## src/rtl/hc595_pkg.sv

```systemverilog
// rtl/hc595_pkg.sv - shared FSM state type and default constants for the 595 chain controller
package hc595_pkg;

    localparam int CHAIN_BITS_DEF = 14;
    localparam int DIV_DEF        = 2;

    typedef enum logic [1:0] {
        IDLE  = 2'd0,
        SHIFT = 2'd1,
        LATCH = 2'd2
    } state_e;

endpackage

```

## src/rtl/hc595_chain_ctrl_if.sv

```systemverilog
// rtl/hc595_chain_ctrl_if.sv - frame handshake and 595 pin bundle
interface hc595_chain_ctrl_if #(
    parameter int CHAIN_BITS = hc595_pkg::CHAIN_BITS_DEF
);
    logic [CHAIN_BITS-1:0] frame_data;
    logic                  frame_valid;
    logic                  frame_ready;
    logic                  out_en;
    logic                  busy;
    logic                  ds;
    logic                  shcp;
    logic                  stcp;
    logic                  oe;

    modport master (
        output frame_data, frame_valid, out_en,
        input  frame_ready, busy, ds, shcp, stcp, oe
    );

    modport slave (
        input  frame_data, frame_valid, out_en,
        output frame_ready, busy, ds, shcp, stcp, oe
    );
endinterface

```

## src/rtl/hc595_bit_timer.sv

```systemverilog
// rtl/hc595_bit_timer.sv - per-bit phase counter, registered shcp level and end-of-bit/latch strobes
module hc595_bit_timer
    import hc595_pkg::*;
#(
    parameter int DIV = DIV_DEF
) (
    input  logic clk_i,
    input  logic rst_i,
    input  logic in_shift_i,
    input  logic in_latch_i,
    input  logic next_shift_i,
    output logic shcp_o,
    output logic end_bit_o,
    output logic end_latch_o
);
    localparam int PW = $clog2(2 * DIV);
    localparam logic [PW-1:0] LAST_SHIFT = PW'(2 * DIV - 1);
    localparam logic [PW-1:0] LAST_LATCH = PW'(DIV - 1);
    localparam logic [PW-1:0] HALF       = PW'(DIV);

    logic [PW-1:0] phase_q, phase_d;
    logic          shcp_q, shcp_d;

    assign end_bit_o   = in_shift_i && (phase_q == LAST_SHIFT);
    assign end_latch_o = in_latch_i && (phase_q == LAST_LATCH);
    assign shcp_o      = shcp_q;

    // Phase restarts at zero on every bit/latch boundary and idles at zero.
    always_comb begin
        phase_d = '0;
        if ((in_shift_i || in_latch_i) && !end_bit_o && !end_latch_o) begin
            phase_d = phase_q + 1'b1;
        end
        shcp_d = next_shift_i && (phase_d >= HALF);
    end

    always_ff @(posedge clk_i) begin
        if (rst_i) begin
            phase_q <= '0;
            shcp_q  <= 1'b0;
        end else begin
            phase_q <= phase_d;
            shcp_q  <= shcp_d;
        end
    end
endmodule

```

## src/rtl/hc595_chain_ctrl.sv

```systemverilog
// rtl/hc595_chain_ctrl.sv - serialises one frame into a 74HC595 chain, then pulses the storage latch
module hc595_chain_ctrl
    import hc595_pkg::*;
#(
    parameter int CHAIN_BITS = CHAIN_BITS_DEF,
    parameter int DIV        = DIV_DEF,
    parameter int MSB_FIRST  = 1
) (
    input  logic               sys_clk,
    input  logic               sys_rst,
    hc595_chain_ctrl_if.slave  bus
);
    localparam int KW = $clog2(CHAIN_BITS);
    localparam logic [KW-1:0] LAST_BIT = KW'(CHAIN_BITS - 1);

    state_e                state_q, state_d;
    logic [KW-1:0]         bit_q, bit_d;
    logic [CHAIN_BITS-1:0] sreg_q, sreg_d;
    logic                  ds_q, ds_d;
    logic                  stcp_q, stcp_d;
    logic                  busy_q, busy_d;
    logic                  ready_q, ready_d;
    logic                  oe_q, oe_d;
    logic                  latched_q, latched_d;
    logic                  shcp, end_bit, end_latch;
    logic                  accept;

    function automatic logic head(input logic [CHAIN_BITS-1:0] v);
        return (MSB_FIRST != 0) ? v[CHAIN_BITS-1] : v[0];
    endfunction

    hc595_bit_timer #(.DIV(DIV)) u_timer (
        .clk_i        (sys_clk),
        .rst_i        (sys_rst),
        .in_shift_i   (state_q == SHIFT),
        .in_latch_i   (state_q == LATCH),
        .next_shift_i (state_d == SHIFT),
        .shcp_o       (shcp),
        .end_bit_o    (end_bit),
        .end_latch_o  (end_latch)
    );

    assign accept = bus.frame_valid && (state_q == IDLE);

    always_ff @(posedge sys_clk) begin
        if (sys_rst) begin
            state_q   <= IDLE;
            bit_q     <= '0;
            sreg_q    <= '0;
            ds_q      <= 1'b0;
            stcp_q    <= 1'b0;
            busy_q    <= 1'b0;
            ready_q   <= 1'b1;
            oe_q      <= 1'b1;
            latched_q <= 1'b0;
        end else begin
            state_q   <= state_d;
            bit_q     <= bit_d;
            sreg_q    <= sreg_d;
            ds_q      <= ds_d;
            stcp_q    <= stcp_d;
            busy_q    <= busy_d;
            ready_q   <= ready_d;
            oe_q      <= oe_d;
            latched_q <= latched_d;
        end
    end

    // The shift register always presents the bit on the wire at its head end.
    always_comb begin
        state_d = state_q;
        bit_d   = bit_q;
        sreg_d  = sreg_q;
        case (state_q)
            IDLE: begin
                bit_d = '0;
                if (accept) begin
                    state_d = SHIFT;
                    sreg_d  = bus.frame_data;
                end
            end
            SHIFT: begin
                if (end_bit) begin
                    if (bit_q == LAST_BIT) begin
                        state_d = LATCH;
                    end else begin
                        bit_d  = bit_q + 1'b1;
                        sreg_d = (MSB_FIRST != 0) ? (sreg_q << 1) : (sreg_q >> 1);
                    end
                end
            end
            LATCH: begin
                if (end_latch) begin
                    state_d = IDLE;
                end
            end
            default: state_d = IDLE;
        endcase
    end

    // Outputs are registered from next-state so every pin comes straight off a flop.
    always_comb begin
        ds_d      = (state_d == SHIFT) ? head(sreg_d) : ds_q;
        stcp_d    = (state_d == LATCH);
        busy_d    = (state_d != IDLE);
        ready_d   = (state_d == IDLE);
        latched_d = latched_q | ((state_q == LATCH) && end_latch);
        oe_d      = latched_q ? ~bus.out_en : 1'b1;
    end

    assign bus.ds          = ds_q;
    assign bus.shcp        = shcp;
    assign bus.stcp        = stcp_q;
    assign bus.busy        = busy_q;
    assign bus.frame_ready = ready_q;
    assign bus.oe          = oe_q;
endmodule

```

## src/flat_wrapper.sv

```systemverilog
// flat-port wrapper written by rule: the top's interface ports become plain ports
module hc595_chain_ctrl_flat import hc595_pkg::*;
#(
    parameter int CHAIN_BITS = CHAIN_BITS_DEF,
    parameter int DIV        = DIV_DEF,
    parameter int MSB_FIRST  = 1
)
  (sys_clk, sys_rst, bus_frame_data, bus_frame_valid, bus_out_en, bus_frame_ready, bus_busy, bus_ds, bus_shcp, bus_stcp, bus_oe);
  hc595_chain_ctrl_if #(.CHAIN_BITS(CHAIN_BITS)) bus_i ();
  input  logic sys_clk;
  input  logic sys_rst;
  input wire logic [$bits(bus_i.frame_data)-1:0] bus_frame_data;
  input wire logic [$bits(bus_i.frame_valid)-1:0] bus_frame_valid;
  input wire logic [$bits(bus_i.out_en)-1:0] bus_out_en;
  output wire logic [$bits(bus_i.frame_ready)-1:0] bus_frame_ready;
  output wire logic [$bits(bus_i.busy)-1:0] bus_busy;
  output wire logic [$bits(bus_i.ds)-1:0] bus_ds;
  output wire logic [$bits(bus_i.shcp)-1:0] bus_shcp;
  output wire logic [$bits(bus_i.stcp)-1:0] bus_stcp;
  output wire logic [$bits(bus_i.oe)-1:0] bus_oe;
  assign bus_i.frame_data = bus_frame_data;
  assign bus_i.frame_valid = bus_frame_valid;
  assign bus_i.out_en = bus_out_en;
  assign bus_frame_ready = bus_i.frame_ready;
  assign bus_busy = bus_i.busy;
  assign bus_ds = bus_i.ds;
  assign bus_shcp = bus_i.shcp;
  assign bus_stcp = bus_i.stcp;
  assign bus_oe = bus_i.oe;
  hc595_chain_ctrl #(.CHAIN_BITS(CHAIN_BITS), .DIV(DIV), .MSB_FIRST(MSB_FIRST)) u_core (.sys_clk(sys_clk), .sys_rst(sys_rst), .bus(bus_i));
endmodule
```

## config.mk

```make
export PLATFORM = sky130hd
export DESIGN_NAME = hc595_chain_ctrl_flat
export DESIGN_NICKNAME = d
export VERILOG_FILES = /design/src/rtl/hc595_pkg.sv /design/src/rtl/hc595_chain_ctrl_if.sv /design/src/rtl/hc595_bit_timer.sv /design/src/rtl/hc595_chain_ctrl.sv /design/src/flat_wrapper.sv
export SDC_FILE = /design/constraint.sdc
export NUM_CORES = 1
export LEC_CHECK = 0
export ABC_CLOCK_PERIOD_IN_PS = 3300
export BUFFER_PORTS_ARGS = -buffer_cell sky130_fd_sc_hd__buf_2
export CAP_MARGIN = 20
export CORE_ASPECT_RATIO = 0.75
export CORE_MARGIN = 3
export CORE_UTILIZATION = 57
export DETAILED_ROUTE_END_ITERATION = 10
export PLACE_DENSITY = 0.78
export SLEW_MARGIN = 20
export SYNTH_ARGS = -nofsm -noshare
export SYNTH_HDL_FRONTEND = slang
export SYNTH_SLANG_ARGS = --single-unit
```

## constraint.sdc

```tcl
create_clock -name sys_clk -period 3.3 [get_ports sys_clk]
set_clock_uncertainty 0.05 [all_clocks]
set_input_delay 0.33 -clock sys_clk [delete_from_list [all_inputs] [get_ports sys_clk]]
set_output_delay 0.33 -clock sys_clk [all_outputs]
set_load 0.005 [all_outputs]
```

==> Word level (Yosys, flattened, before mapping) <==
Index checks and enable logic that the tools add are counted.
W data, S select, Z words.
{ "word_totals": {"regBits": 29, "input_bits": 18, "out_inout_bits": 6, "elab_cells": 58} }
{ "classes": {"add_sub_neg": 2, "magnitude_cmp": 1, "eq_ne": 10, "n_mux": 13, "bitwise_logic": 3, "n_reduce_logical": 17} }
{ "ops": {"columns": ["operator", "count"], "rows": [
  ["$mux W14", 3],
  ["$pmux W14 S2", 1],
  ["$mux W2", 5],
  ["$mux W4", 2],
  ["$pmux W4 S2", 1],
  ["$logic_and A1 B1 Y1", 7],
  ["$eq A2 B1 Y1 const B", 3],
  ["$eq A2 B2 Y1 const B", 3],
  ["$pmux W2 S3", 1],
  ["$add A4 B1 Y4 const B", 1],
  ["$eq A4 B4 Y1 const B", 1],
  ["$logic_not A2 Y1", 2],
  ["$ne A2 B1 Y1 const B", 2],
  ["$reduce_and A4 Y1", 1],
  ["$reduce_bool A2 Y1", 2],
  ["$reduce_and A3 Y1", 1],
  ["$add A2 B1 Y2 const B", 1],
  ["$ge A2 B2 Y1 const B", 1],
  ["$logic_not A1 Y1", 2],
  ["$ne A2 B2 Y1 const B", 1],
  ["$not A1 Y1", 2],
  ["$reduce_or A2 Y1", 1],
  ["$logic_or A1 B1 Y1", 1],
  ["$or A1 B1 Y1", 1]
]} }

==> Logic depth before layout (Yosys ltp) <==
{ "depth": {"word_depth": 8, "ltp_mapped": 8, "mapped_depth_nobuf": 6} }

==> By module <==
From an unflattened synthesis, not the netlist that was laid out.
{ "hier_totals": {"cells_unflattened": 139, "area_unflattened_um2": 1377.6} }
{ "modules_own_cells": {"columns": ["module", "n_inst", "cells_per_inst", "area_per_inst_um2", "seq_area_each_um2"], "rows": [
  ["hc595_chain_ctrl", 1, 124, 1228.7, 520.5],
  ["hc595_bit_timer", 1, 15, 148.9, 60.1]
]} }

==> Worst setup path after synthesis <==
No wires, ideal clock.
{ "synth_path": {"kind": "reg-to-reg", "start": "register u_core.bit_q[1]", "end": "register u_core.ready_q (netlist: u_core.bus.frame_ready)", "setup_ns": 0.113, "t_arrival_ns": 1.418, "required_ns": 3.137, "setup_slack_ns": 1.718, "path_stages_with_launch": 8, "n_path_buf": 1, "period_less_slack_ns": 1.582, "path_cell_list": "dfxtp_1 -> inv_1 -> ha_1 -> and3_1 -> buf_2 -> a311o_1 -> a21oi_2 -> inv_1"} }
{ "synth_between": {"elab_chain_cells": 5} }
{ "synth_lines": {"columns": ["item", "line_no", "source"], "rows": [
  ["start, declared", "hc595_chain_ctrl.sv:17", "logic [KW-1:0] bit_q, bit_d;"],
  ["start signal, assigned", "hc595_chain_ctrl.sv:58", "bit_q <= bit_d;"],
  ["$eq A4 B4 Y1", "hc595_chain_ctrl.sv:84", "if (bit_q == LAST_BIT) begin"],
  ["$mux W2", "hc595_chain_ctrl.sv:84", null],
  ["$mux W2", "hc595_chain_ctrl.sv:83", "if (end_bit) begin"],
  ["$pmux W2 S3", "hc595_chain_ctrl.sv:74", "case (state_q)"],
  ["$logic_not A2 Y1", "hc595_chain_ctrl.sv:106", "ready_d = (state_d == IDLE);"],
  ["end signal, assigned", "hc595_chain_ctrl.sv:63", "ready_q <= ready_d;"],
  ["end, declared", "hc595_chain_ctrl.sv:22", "logic ready_q, ready_d;"]
]} }
Every way passes these cells.
A chain may end at the register's enable or synchronous reset.

==> Worst setup path after layout <==
{ "layout_path": {"start": "register u_core.state_q[0]", "end": "register u_core.sreg_q[10]"} }
{ "layout_between": {"elab_chain_cells": 4, "word_cells_on_any_way": 10, "classes_between": "eq/ne: 4; mux: 1; reduce/logical: 5"} }
{ "layout_lines": {"columns": ["item", "line_no", "source"], "rows": [
  ["start, declared", "hc595_chain_ctrl.sv:16", "state_e state_q, state_d;"],
  ["start signal, assigned", "hc595_chain_ctrl.sv:57", "state_q <= state_d;"],
  ["$eq A2 B1 Y1 or $logic_not A2 Y1 (tied branches)", "hc595_chain_ctrl.sv:35, hc595_chain_ctrl.sv:74, hc595_chain_ctrl.sv:43", null],
  ["$logic_and A1 B1 Y1 (on tied branches)", "hc595_bit_timer.sv:24, hc595_chain_ctrl.sv:43", null],
  ["$ne A2 B1 Y1 (no source line)", null, null],
  ["$reduce_and A4 Y1 (no source line)", null, null],
  ["end signal, assigned", "hc595_chain_ctrl.sv:59", "sreg_q <= sreg_d;"],
  ["end, declared", "hc595_chain_ctrl.sv:18", "logic [CHAIN_BITS-1:0] sreg_q, sreg_d;"]
]} }
Parallel ways exist; a longest one is shown, timed or not.

==> results_dict.tcl <==
set metrics [dict create \
    outcome "finished clean" \
    die_w_um 59.72 \
    final_hold_viol_count 0 \
    period_needed_ps 2065 \
    clk_pin_slew_ps 100 \
    cts_buffer_depth 2 \
    ant_nets 0 \
    cts_tree "yes" \
    tightest_slew_ps 960.3 \
    vias 1074 \
    yosysTopAreaCellShare_pct 47.06 \
    fin_crit_sh_pct 62.56 \
    fin_tns_setup_ps 0 \
    grt.total_usage_pct 20.54 \
    cp-end-kind "flop" \
    cp_data_required_time_ps 3500 \
    postCtsSetupBuffers 0 \
    netlist_top_cells_area "dfxtp_1, a22oi_1, a21oi_1" \
    maxCapViolCount 0 \
    grt_setup_unrepaired "no" \
    die_area_sq_um 2764 \
    ys_seq_area_share_pct 47.06 \
    irDropWorstVdd_uv 530.9 \
    ys_ff_latch 29 \
    grt_pass1_vias 930 \
    r2r_cells 5 \
    finalSetupViolCount 0 \
    grt_max_degree 31 \
    pin_count 24 \
    ys_warn_count 0 \
    port_buffers 23 \
    netlist-cell-type-count 35 \
    min_path_type "in -> reg" \
    relSlewSlack_pct 35.68 \
    synth.largest_area_cell "dfxtp_1" \
    hold_depth 2 \
    clkSinkCount 29 \
    cts_resized 0 \
    slew_violations 0 \
    p_per_area_nw_per_um2 483.5 \
    netlist_area_sq_um 1234 \
    cts_root_buffer "clkbuf_4" \
    htree_levels 2 \
    detailed_place_hpwl_um 1783 \
    grt.overflow.total 0 \
    areaGrowthSynthToFinish_pct 13.69 \
    grt_pass1_wl_um 4146 \
    path_class "reg -> reg" \
    whs_ps 163.5 \
    finalWirelength_um 2550 \
    arrival_ps 2270 \
    syn-instance-count 138 \
    die_h_um 46.29 \
    max_freq_ghz 0.4844 \
    vias_per_cell 5.901 \
    antenna_found_initial 0 \
    initial_core_util_pct 65.38 \
    cts_hold_buf 0 \
    cp_max_fo 15 \
    drive_above_1_share_pct 23.13 \
    nets 181 \
    drt_pass1_iterations 4 \
    cp-start-kind "flop" \
    post-route-drc-count 0 \
    postSynthAreaPerCell_sq_um 8.940 \
    leakage_nw 0.5329 \
    core_sq_um 1887 \
    drt_iter0_markers 58 \
    gp_congestion 0.8530 \
    rows 13 \
    diodes 0 \
    clkLatencyLatePin_ps 320 \
    cts_buffers 5 \
    syn_nets 160 \
    wl_per_cell_um 14.01 \
]
-- power breakdown --
| group | switching, W | total, W | leakage (nW) | internal, W |
|---|---|---|---|---|
| logic | 0.0000321 | 0.0000594 | 0.254 | 0.0000273 |
| registers | 0.0000104 | 0.000375 | 0.237 | 0.000364 |
| clock network | 0.000121 | 0.000244 | 0.0413 | 0.000123 |
-- cell usage after synthesis, drive strengths merged --
| cell type | number |
|---|---|
| o21ba | 1 |
| a31oi | 5 |
| a22oi | 12 |
| and3 | 1 |
| a21oi | 18 |
| nor2b | 1 |
| nor3 | 4 |
| clkbuf | 2 |
| nand3b | 2 |
| nand2 | 17 |
| o311ai | 1 |
| buf | 8 |
| a311oi | 2 |
| ha | 4 |
| inv | 6 |
| o21ai | 1 |
| nand2b | 2 |
| a21boi | 1 |
| nor3b | 2 |
| nand4 | 1 |
| nor2 | 6 |
| nand3 | 3 |
| dfxtp | 29 |
| or3b | 1 |
| or3 | 1 |
| o31ai | 2 |
| nor4 | 3 |
| a311o | 1 |
| or4 | 1 |
-- cell usage in the layout, fill, tap and decap left out, types with 2 or more instances in the layout --
cell and instances:
nor3_1 3, ha_1 4, buf_2 23, nor2_1 6, a21oi_1 17, a31oi_1 5
dfxtp_1 29, nand3_1 3, clkbuf_4 5, nand3b_1 2, o31ai_1 2, nor4_1 2
clkbuf_8 2, nand2b_1 2, a311oi_1 2, nand2_1 17, inv_1 6, a22oi_1 12
-- cell type report --
cell class	instances	area, sq um
fill	138	484.2
timing repair buffer	24	122.6
tap	22	27.53
inverter	6	22.52
sequential	29	580.6
clock buffer	7	65.06
multi-input combinational	93	579.3
clock inverter	1	5.005
-- per-layer routing --
layer  GRT usage, %  up-vias  routed length, um
met5              0        -                  0
met4          6.637        0                 25
met3          7.563        4                201
met2          29.74       39               1057
met1          28.16      486               1266
li1               -      545                  -
-- per-stage QoR --
stage	total power, W	cell area, sq um	util, %	std cells	worst slack [ps]
2_1_floorplan	0.0004204	1234	-	138	1718
3_3_place_gp	0.0004391	1333	70.62	174	1356
3_5_place_dp	0.0004416	1333	70.62	174	1269
4_1_cts	0.0006825	1403	74.34	182	1245
5_1_grt	0.0007111	1403	74.34	182	995.9
6_report	0.0006782	1403	74.34	182	1235
-- worst max-delay path, cell delays in order (launching register included) --
cell and delay, ps:
dfxtp_1 610, nor3b_2 90, buf_4 200, a31oi_1 720, nand2_1 140, a21oi_1 180
-- path summary, 6_finish.rpt --
path | slack, ps | startpoint | endpoint
worst min-delay path | 160 | bus_out_en | u_core.bus.oe$_SDFF_PP1_
worst max register to register | 1240 | u_core.state_q[0]$_SDFF_PP0_ | u_core.sreg_q[10]$_SDFFE_PP0P_
worst max-delay path | 1240 | u_core.state_q[0]$_SDFF_PP0_ | u_core.sreg_q[10]$_SDFFE_PP0P_
worst min register to register | 370 | u_core.latched_q$_SDFF_PP0_ | u_core.bus.oe$_SDFF_PP1_
-- registers in the layout, summed over array words and instances (netlist names) --
name                    count
u_core.bus.oe               1
u_core.bus.busy             1
u_core.bit_q                4
u_core.latched_q            1
u_core.u_timer.phase_q      2
u_core.u_timer.shcp_o       1
u_core.state_q              2
u_core.bus.stcp             1
u_core.bus.ds               1
u_core.bus.frame_ready      1
u_core.sreg_q              14
-- kinds of logic after synthesis --
logic type | after synthesis | synth area share (%)
compound gates | 44 | 23.43
buf+inv | 16 | 5.983
flops | 29 | 47.06
simple gates | 45 | 19.47
fa+ha+maj | 4 | 4.057
Note: power is estimated with default switching activity, not from simulation.
